File: src/rtl/apb_err_slv_logger.sv
// APB default/error slave: answers every transfer with PSLVERR after WAIT_CYCLES wait states,
// logs the first offending transfer and counts all of them. Optional IRQ: APB_ERR_SLV_LOGGER_IRQ_EN.
module apb_err_slv_logger #(
  parameter int unsigned ADDR_WIDTH  = 32,
  parameter int unsigned DATA_WIDTH  = 32,
  parameter int unsigned WAIT_CYCLES = 0,
  parameter logic [31:0] RESP_DATA   = 32'hBADCAB1E,
  parameter int unsigned CNT_WIDTH   = 16
) (
  input  logic                    clk_i,
  input  logic                    rst_i,
  input  logic                    psel_i,
  input  logic                    penable_i,
  input  logic                    pwrite_i,
  input  logic [ADDR_WIDTH-1:0]   paddr_i,
  input  logic [DATA_WIDTH-1:0]   pwdata_i,
  input  logic [DATA_WIDTH/8-1:0] pstrb_i,
  output logic [DATA_WIDTH-1:0]   prdata_o,
  output logic                    pready_o,
  output logic                    pslverr_o,
  input  logic                    err_clr_i,
  output logic                    err_valid_o,
  output logic [ADDR_WIDTH-1:0]   err_addr_o,
  output logic                    err_write_o,
  output logic                    err_ovf_o,
  output logic [CNT_WIDTH-1:0]    err_cnt_o,
  output logic                    irq_o
);

  localparam int unsigned WCNT_WIDTH = 8;
  localparam logic [WCNT_WIDTH-1:0] WAIT_LOAD = WCNT_WIDTH'(WAIT_CYCLES);
  localparam logic [DATA_WIDTH-1:0] RESP_WORD = DATA_WIDTH'(RESP_DATA);
  localparam logic [CNT_WIDTH-1:0]  CNT_MAX   = '1;

  if (WAIT_CYCLES > 255) begin : g_wait_range_chk
    $error("apb_err_slv_logger: WAIT_CYCLES must be within 0..255");
  end

  typedef enum logic [1:0] {
    S_IDLE = 2'd0,
    S_WAIT = 2'd1,
    S_RESP = 2'd2
  } state_t;

  state_t                state;
  logic [WCNT_WIDTH-1:0] wcnt;
  logic                  done;

  // Write data and strobes are never stored; an error slave has nowhere to put them.
  logic unused_inputs;
  assign unused_inputs = ^{pwdata_i, pstrb_i};

  // Transfer sequencer: a fresh setup phase is required for every transfer.
  always_ff @(posedge clk_i) begin
    if (rst_i) begin
      state <= S_IDLE;
      wcnt  <= '0;
    end else begin
      case (state)
        S_IDLE: begin
          if (psel_i && !penable_i) begin
            wcnt  <= WAIT_LOAD;
            state <= (WAIT_CYCLES > 0) ? S_WAIT : S_RESP;
          end
        end
        S_WAIT: begin
          if (!psel_i) begin
            state <= S_IDLE;
          end else if (penable_i) begin
            wcnt <= wcnt - WCNT_WIDTH'(1);
            if (wcnt == WCNT_WIDTH'(1)) begin
              state <= S_RESP;
            end
          end
        end
        S_RESP: begin
          if (!psel_i || penable_i) begin
            state <= S_IDLE;
          end
        end
        default: state <= S_IDLE;
      endcase
    end
  end

  assign done      = (state == S_RESP) && psel_i && penable_i;
  assign pready_o  = done;
  assign pslverr_o = done;
  assign prdata_o  = (done && !pwrite_i) ? RESP_WORD : '0;

  // First-error capture and saturating count; a coincident clear restarts logging with this error.
  always_ff @(posedge clk_i) begin
    if (rst_i) begin
      err_valid_o <= 1'b0;
      err_addr_o  <= '0;
      err_write_o <= 1'b0;
      err_ovf_o   <= 1'b0;
      err_cnt_o   <= '0;
    end else if (done) begin
      if (err_clr_i) begin
        err_valid_o <= 1'b1;
        err_addr_o  <= paddr_i;
        err_write_o <= pwrite_i;
        err_ovf_o   <= 1'b0;
        err_cnt_o   <= CNT_WIDTH'(1);
      end else begin
        if (!err_valid_o) begin
          err_valid_o <= 1'b1;
          err_addr_o  <= paddr_i;
          err_write_o <= pwrite_i;
        end else begin
          err_ovf_o <= 1'b1;
        end
        if (err_cnt_o != CNT_MAX) begin
          err_cnt_o <= err_cnt_o + CNT_WIDTH'(1);
        end
      end
    end else if (err_clr_i) begin
      err_valid_o <= 1'b0;
      err_addr_o  <= '0;
      err_write_o <= 1'b0;
      err_ovf_o   <= 1'b0;
      err_cnt_o   <= '0;
    end
  end

`ifdef APB_ERR_SLV_LOGGER_IRQ_EN
  logic irq_q;

  // One-cycle pulse when an empty capture gets its first error.
  always_ff @(posedge clk_i) begin
    if (rst_i) begin
      irq_q <= 1'b0;
    end else begin
      irq_q <= done && !err_valid_o;
    end
  end

  assign irq_o = irq_q;
`else
  assign irq_o = 1'b0;
`endif

endmodule
File: config.mk
export PLATFORM = sky130hd
export DESIGN_NAME = apb_err_slv_logger
export DESIGN_NICKNAME = d
export VERILOG_FILES = /design/src/rtl/apb_err_slv_logger.sv
export SDC_FILE = /design/constraint.sdc
export NUM_CORES = 1
export LEC_CHECK = 0
export CORE_MARGIN = 1.5
export CORE_UTILIZATION = 38
export CTS_CLUSTER_DIAMETER = 30
export DETAILED_ROUTE_END_ITERATION = 10
export PLACE_DENSITY = 0.95
export SLEW_MARGIN = 20
export SYNTH_ARGS = -nofsm -noshare
export SYNTH_HDL_FRONTEND = slang
export SYNTH_SLANG_ARGS = --single-unit
export TNS_END_PERCENT = 20
File: constraint.sdc
create_clock -name clk_i -period 4.19 [get_ports clk_i]
set_input_delay 0.419 -clock clk_i [delete_from_list [all_inputs] [get_ports clk_i]]
set_output_delay 0.419 -clock clk_i [all_outputs]
set_load 0.01 [all_outputs]
* Word level (Yosys, flattened, before mapping)
Cells that the tools add are included.
** Operators by class
- $add $sub $neg :: 2
- Eq/ne operators :: 11
- Muxes and demuxes :: 27
- Reductions and logical operators :: 18
** Operators by type and width (number)
- $mux 32 :: 5
- $mux 16 :: 4
- $mux 8 :: 3
- $add 16x1->16 const B :: 1
- $ne 16x16->1 const B :: 1
- $pmux 8 s2 :: 1
- $mux 2 :: 5
- $ne 2x2->1 const B :: 5
- $eq 8x1->1 const B :: 1
- $mux 1 :: 8
- $reduce_and 4->1 :: 2
- $reduce_bool 2->1 :: 4
- $sub 8x1->8 const B :: 1
- $ne 3x3->1 const B :: 2
- $pmux 2 s3 :: 1
- $reduce_and 2->1 :: 3
- $logic_and 1x1->1 :: 4
- $logic_not 1->1 :: 3
- $eq 2x1->1 const B :: 1
- $eq 2x2->1 const B :: 1
- $logic_not 2->1 :: 1
- $logic_or 1x1->1 :: 1
** Storage, ports and cells
- Register bits after elaboration :: 61
- Bits of input ports :: 74
- Output and inout bits :: 86
- Word-level logic and storage cells :: 65

* Longest topological paths before layout
Gate-level depths: netlist of run 1.
- Word-level depth :: 5
- Gate-level depth with buffers :: 6
- Mapped depth without buffers :: 5

* Least setup slack after synthesis of run 1
No wires, ideal clock.
- Kind :: input-to-output
- Start :: input port penable_i
- End :: output port prdata_o[11]
- Arrival time :: 1.784 ns
- Data required time :: 3.771 ns
- Slack :: 1.987 ns
- Cell stages on the path :: 4
- Path buffers :: 2
- Path through :: nand3_1 > clkbuf_1 > nor2_1 > buf_4
** Between the ends
- Word-level cells in the longest chain between the ends :: 3
** Ends and longest elaborated chain
- start, declared :: RTL line 13 : input logic penable_i,
- $logic_and 1x1->1 :: RTL line 86 : assign done = (state == S_RESP) && psel_i && penable_i;
- $logic_and 1x1->1 :: RTL line 89 : assign prdata_o = (done && !pwrite_i) ? RESP_WORD : '0;
- $mux 32 :: RTL line 89
- end, declared :: RTL line 18 : output logic [DATA_WIDTH-1:0] prdata_o,
Every way passes these cells.

* Worst setup path after layout of run 1
- Start :: input port penable_i
- End :: output port prdata_o[3]
Same word-level chain as after synthesis.

==> metrics.cfg, run 1 <==
[job]
cap_violations=0

[clock_tree]
cts_made_buffers=5
post_cts_resized=0
root_buffer=clkbuf_8
cts_sinks=52
clkTransAtPathRegs_ns=0.09
cts.repair_timing.setup_buffer_count=0
htreeDepth=2
clk_path_buf_depth=2
cts_hold_buf=0
cts_tree=done
clk_latency_ns=0.30

[grt]
grtUsageTotal_pct=17.9
grt_remaining_overflow=0
grt_pass1_vias=2080
grt_pass1_wl_mm=9.11
antenna_found_initial=0
grt_max_degree=34

[worst_setup_path]
critical_path_class=in2out
required_ns=3.77
end_kind=output pin
path_max_fanout=19
cp-start-kind=primary input
worstPathArrival_ns=2.39

[layout]
antennaDiodeCount=0
nFillCells=510
area_growth_pct=46.0
final_common_cell=clkdlybuf4s50_1
fin_nets=419
mostFrequentLayoutCells=clkdlybuf4s50_1, dfxtp_1, nor2_1, a22oi_1
layout-drive-gt1-share_pct=5.80

[placement]
dp_hpwl_mm=4.17
io_buffers=109
gp_congestion=0.890

[synth]
synth_top_cells_by_area=dfxtp_1, a22oi_1, buf_4
synth_top_area_cell=dfxtp_1
yosys_warnings=0
syn_area_per_cell_um2=8.79
synth_area_mm2=0.00228
yosysTopAreaCellShare_pct=45.7
synth-seq-area-share_pct=45.7
ys_types=32
syn_inst=259
synth-edff-count=0
synth_ff_type=dfxtp_1
ys_ff_latch=52
synthArstFlopShare_pct=0

[drt]
ant_nets=0
drtIter0Drc=135
vias=2219
via_per_inst=5.28
dr.pass1.iters=5
routed_wl_mm=5.76
routedWlPerCell_um=13.7
drc=0

[sta]
timing.hold.ws_ns=0.504
clock.fmax_mhz=356
fin_skew_ns=0.00815
tns_ns=0
finalHoldViolations=0
tightest_slew_ns=0.699
min_period_ns=2.81
fin_crit_sh_pct=67.1
report.final.slew_viol_count=0
rsz0062_at_grt=false
setup_viol=0
worst_slew_margin_rel_pct=53.0

[floorplanning]
die_x_um=80.4
coreArea_mm2=0.00585
fp.dieH_um=80.4
start_util_pct=38.9
dieArea_mm2=0.00647
num_io_pins=160
row_count=28

[pwr]
powerDensity_mw_per_mm2=262
vdd_drop_max_uv=207
p_leak_nw=1.14

[min_path]
hold_path.class=reg2reg

[run_status]
status=finished, final reports clean

## sequential cells by signal (all words and copies together) (netlist names)
signal       cells
err_valid_o      1
err_cnt_o       16
err_ovf_o        1
state            1
err_addr_o      32
err_write_o      1
## through the flow
stage	std cells	power, W	util, %	setup WS (ns)	area [um^2]
after detailed placement	412	0.000590	55.3	1.36	3230
final	420	0.000870	56.8	1.38	3330
after global placement	412	0.000589	55.3	1.41	3230
after global routing	420	0.000913	56.8	1.18	3330
after CTS	420	0.000882	56.8	1.36	3320
after floorplan	272	0.000551	-	1.99	2330
## power breakdown
part           switching [W]  internal [W]  total (W)
Combinational      0.0000356     0.0000444  0.0000800
Clock               0.000171      0.000120   0.000291
Sequential        0.00000188      0.000497   0.000499
## layout make-up
type	instances	area (um^2)	share of cell area, %
inverter	4	15.0	0.451
tap	75	93.8	2.82
multi-input combinational	168	963	29.0
sequential	52	1040	31.3
clock inverter	3	22.5	0.677
timing repair buffer	113	1120	33.7
clock buffer	5	68.8	2.07
## cells in the mapped netlist, types with 2 or more instances
master,instances
nor3b_1,2
nor2_1,39
dfxtp_1,52
nand4_1,5
o21ai_0,4
nand2_1,9
o31ai_1,7
inv_1,4
nand3_1,8
buf_4,33
or3_1,3
o21a_1,2
a22oi_1,33
clkbuf_1,14
nor3_1,6
a31oi_1,2
a21oi_1,15
or4_1,7
## cell families after synthesis
family | Yosys count | synth area share, %
compound gates | 69 | 21.2
fa+ha+maj | 1 | 0.549
buf+inv | 52 | 14.3
flops | 52 | 45.7
other cells | 1 | 0.165
simple gates | 84 | 18.0
## critical path: stages
cell,delay (ns)
clkdlybuf4s50_1,0.47
nand3_1,0.46
nor2_1,0.23
buf_4,0.24
clkdlybuf4s50_1,0.57
## routing by layer
layer	vias up	global-route usage [%]	wire length [um]
met1	1031	19.9	2270
met3	16	5.45	495
met2	113	31.1	2860
li1	1059	-	-
met5	-	0	0
met4	0	7.93	128
## final timing paths
| kind | start | end | slack (ns) | cells past startpoint |
|---|---|---|---|---|
| hold / removal | err_addr_o[12]$_SDFFE_PP0P_ | err_addr_o[12]$_SDFFE_PP0P_ | 0.50 | 2 |
| hold reg to reg | err_addr_o[12]$_SDFFE_PP0P_ | err_addr_o[12]$_SDFFE_PP0P_ | 0.50 | 2 |
| setup / recovery | penable_i | prdata_o[3] | 1.38 | 5 |
| setup reg to reg | state[1]$_SDFFE_PP0P_ | err_addr_o[24]$_SDFFE_PP0P_ | 2.08 | 5 |
Note: power is estimated with default switching activity, not from simulation.
==> run 2: changes to the inputs <==
Settings changed: CORE_UTILIZATION 38 to 32, PLACE_DENSITY 0.95 to 0.89.
Clock period 4.19 ns to 2.4 ns, I/O delays scaled along.
==> metrics.cfg, run 2 (synthesis gave the netlist of run 1 again) <==
[clock_tree]
clk_latency_ns=0.31  ; was 0.30 ns
cts_sinks=52  ; unchanged
clkTransAtPathRegs_ns=0.09  ; about the same
root_buffer=clkbuf_8  ; unchanged
htreeDepth=2  ; unchanged
cts.repair_timing.setup_buffer_count=0  ; unchanged
cts_made_buffers=5  ; unchanged
cts_hold_buf=0  ; unchanged
cts_tree=done  ; unchanged
clk_path_buf_depth=2  ; unchanged
post_cts_resized=0  ; unchanged

[sta]
timing.hold.ws_ns=0.495  ; was 0.504 ns
tightest_slew_ns=0.659  ; was 0.699 ns
worst_slew_margin_rel_pct=55.7  ; was 53.0%
clock.fmax_mhz=449
fin_skew_ns=0.0107  ; was 0.00815 ns
worst_slack_ns=0.174  ; was 1.38 ns
min_period_ns=2.23
report.final.slew_viol_count=0  ; unchanged
fin_crit_sh_pct=92.7
tns_ns=0  ; unchanged
finalHoldViolations=0  ; unchanged
setup_viol=0  ; unchanged
rsz0062_at_grt=false  ; unchanged

[layout]
layout-drive-gt1-share_pct=7.63  ; was 5.80%
largest_register_ffs=32  ; unchanged
registers.top_by_ff_count=err_addr_o  ; unchanged
area_growth_pct=50.8  ; was 46.0%
fin_nets=428  ; was 419
largestRegisters=err_addr_o: 32 flops, err_cnt_o: 16 flops  ; unchanged
final_common_cell=clkdlybuf4s50_1  ; unchanged
mostFrequentLayoutCells=clkdlybuf4s50_1, dfxtp_1, nor2_1, a22oi_1  ; unchanged
antennaDiodeCount=0  ; unchanged

[floorplanning]
num_io_pins=160  ; unchanged
start_util_pct=33.3  ; was 38.9%
die_x_um=87.4  ; was 80.4 um
row_count=30  ; was 28
dieArea_mm2=0.00763  ; was 0.00647 mm^2
coreArea_mm2=0.00683  ; was 0.00585 mm^2
fp.dieH_um=87.4  ; was 80.4 um

[placement]
dp_slack_ns=0.119  ; was 1.36 ns
io_buffers=109  ; unchanged
dp_hpwl_mm=4.49  ; was 4.17 mm
gp_congestion=0.915  ; was 0.890

[grt]
grt_remaining_overflow=0  ; unchanged
grt_pass1_vias=2018  ; was 2,080
grt_pass1_wl_mm=9.60  ; was 9.11 mm
grtUsageTotal_pct=15.8  ; was 17.9%
antenna_found_initial=0  ; unchanged
grt_max_degree=21  ; was 34

[worst_setup_path]
end_kind=output pin  ; unchanged
cp-start-kind=primary input  ; unchanged
path_max_fanout=16  ; was 19
path_cells=clkdlybuf4s50_1 -> nand3_1 -> nor2_1 -> buf_4 -> clkdlybuf4s50_1  ; unchanged
max_stage_delay_ns=0.55  ; was 0.57 ns
crit_path_top_delay_cell=clkdlybuf4s50_1  ; unchanged
worstPathArrival_ns=1.99  ; was 2.39 ns
worst-path-stages=5  ; unchanged
required_ns=2.16  ; was 3.77 ns
critPathTopFamily=buffers and inverters  ; unchanged
reg2reg_depth=5  ; unchanged
critical_path_class=in2out  ; unchanged
cp_num_buf_inv=3  ; unchanged
crit_top_cell=clkdlybuf4s50_1  ; unchanged

[drt]
vias=2271  ; was 2,219
via_per_inst=5.05  ; was 5.28
routedWlPerCell_um=13.6  ; was 13.7 um
drc=0  ; unchanged
dr.pass1.iters=4  ; was 5
routed_wl_mm=6.12  ; was 5.76 mm
ant_nets=0  ; unchanged
drtIter0Drc=115  ; was 135

[pwr]
power_frac_comb_pct=9.1  ; was 9.2%
swShare_pct=22.2  ; was 24.0%
internal-power_w=0.00126  ; was 0.000662 W
power_frac_clock_pct=37.2  ; was 33.5%
switching_power_w=0.000360  ; was 0.000209 W
powerDensity_mw_per_mm2=472  ; was 262 mW/mm^2
p_leak_nw=1.19  ; was 1.14 nW
vdd_drop_max_uv=237  ; was 207 uV
p_seq_share_pct=53.8  ; was 57.3%

[min_path]
hold_path.class=reg2reg  ; unchanged
hold_path_depth=2  ; unchanged

[job]
cap_violations=0  ; unchanged

[run_status]
status=finished, final reports clean  ; unchanged

run 2: changes by cell type in the layout (fill, tap and decap cells not counted), sizes merged:
cell / change
inv: -1
clkinv: -1
buf: +9
bufinv: +1
clkbuf: +1
run 2: final cells by class:
cell class / instances / area (um^2)
Clock buffer: 6 / 72.6
Clock inverter: 2 / 35.0
Fill cell: 643 / 3400
Inverter: 4 / 15.0
Multi-Input combinational cell: 168 / 962
Sequential cell: 52 / 1040
Tap cell: 96 / 120
Timing Repair Buffer: 122 / 1190
run 2: worst paths after layout:
path                                    end                 startpoint  slack (ns)
setup / recovery               prdata_o[31]                  penable_i        0.17
hold / removal       err_ovf_o$_SDFFE_PP0P_     err_ovf_o$_SDFFE_PP0P_        0.49
setup reg to reg  err_cnt_o[0]$_SDFFE_PP0P_  err_cnt_o[0]$_SDFFE_PP0P_        0.38
hold reg to reg      err_ovf_o$_SDFFE_PP0P_     err_ovf_o$_SDFFE_PP0P_        0.49
run 2: per-layer routing:
layer,share of wire (%),vias up,GRT usage (%)
li1,-,1080,-
met1,42,1066,19.1
met2,48,108,26.4
met3,6.7,17,3.79
met4,3.1,0,7.50
met5,0,-,0
run 2: power by group through the flow:
stage	clock network (W)	logic, W	registers (W)
after global routing	0.000651	0.000159	0.000872
final	0.000603	0.000147	0.000871
after global placement	0	0.000144	0.000891
after detailed placement	0	0.000147	0.000891
after floorplan	0	0.0000694	0.000893
after CTS	0.000623	0.000147	0.000871
run 2: worst reg2reg max path, delay by kind of cell (launching register included):
kind	cells	cell delay [ns]
AOI/OAI and AO/OA	2	0.51
and+or+nand+nor	2	0.68
DFF	1	0.46
adders and majority gates	1	0.30
run 2: metrics by stage:
| stage | power [W] | cell area [um^2] | cells | utilization [%] |
|---|---|---|---|---|
| 3_5_place_dp | 0.00104 | 3330 | 442 | 48.7 |
| 2_1_floorplan | 0.000963 | 2330 | 272 | - |
| 5_1_grt | 0.00168 | 3430 | 450 | 50.3 |
| 6_report | 0.00162 | 3430 | 450 | 50.3 |
| 3_3_place_gp | 0.00103 | 3330 | 442 | 48.7 |
| 4_1_cts | 0.00164 | 3430 | 450 | 50.3 |
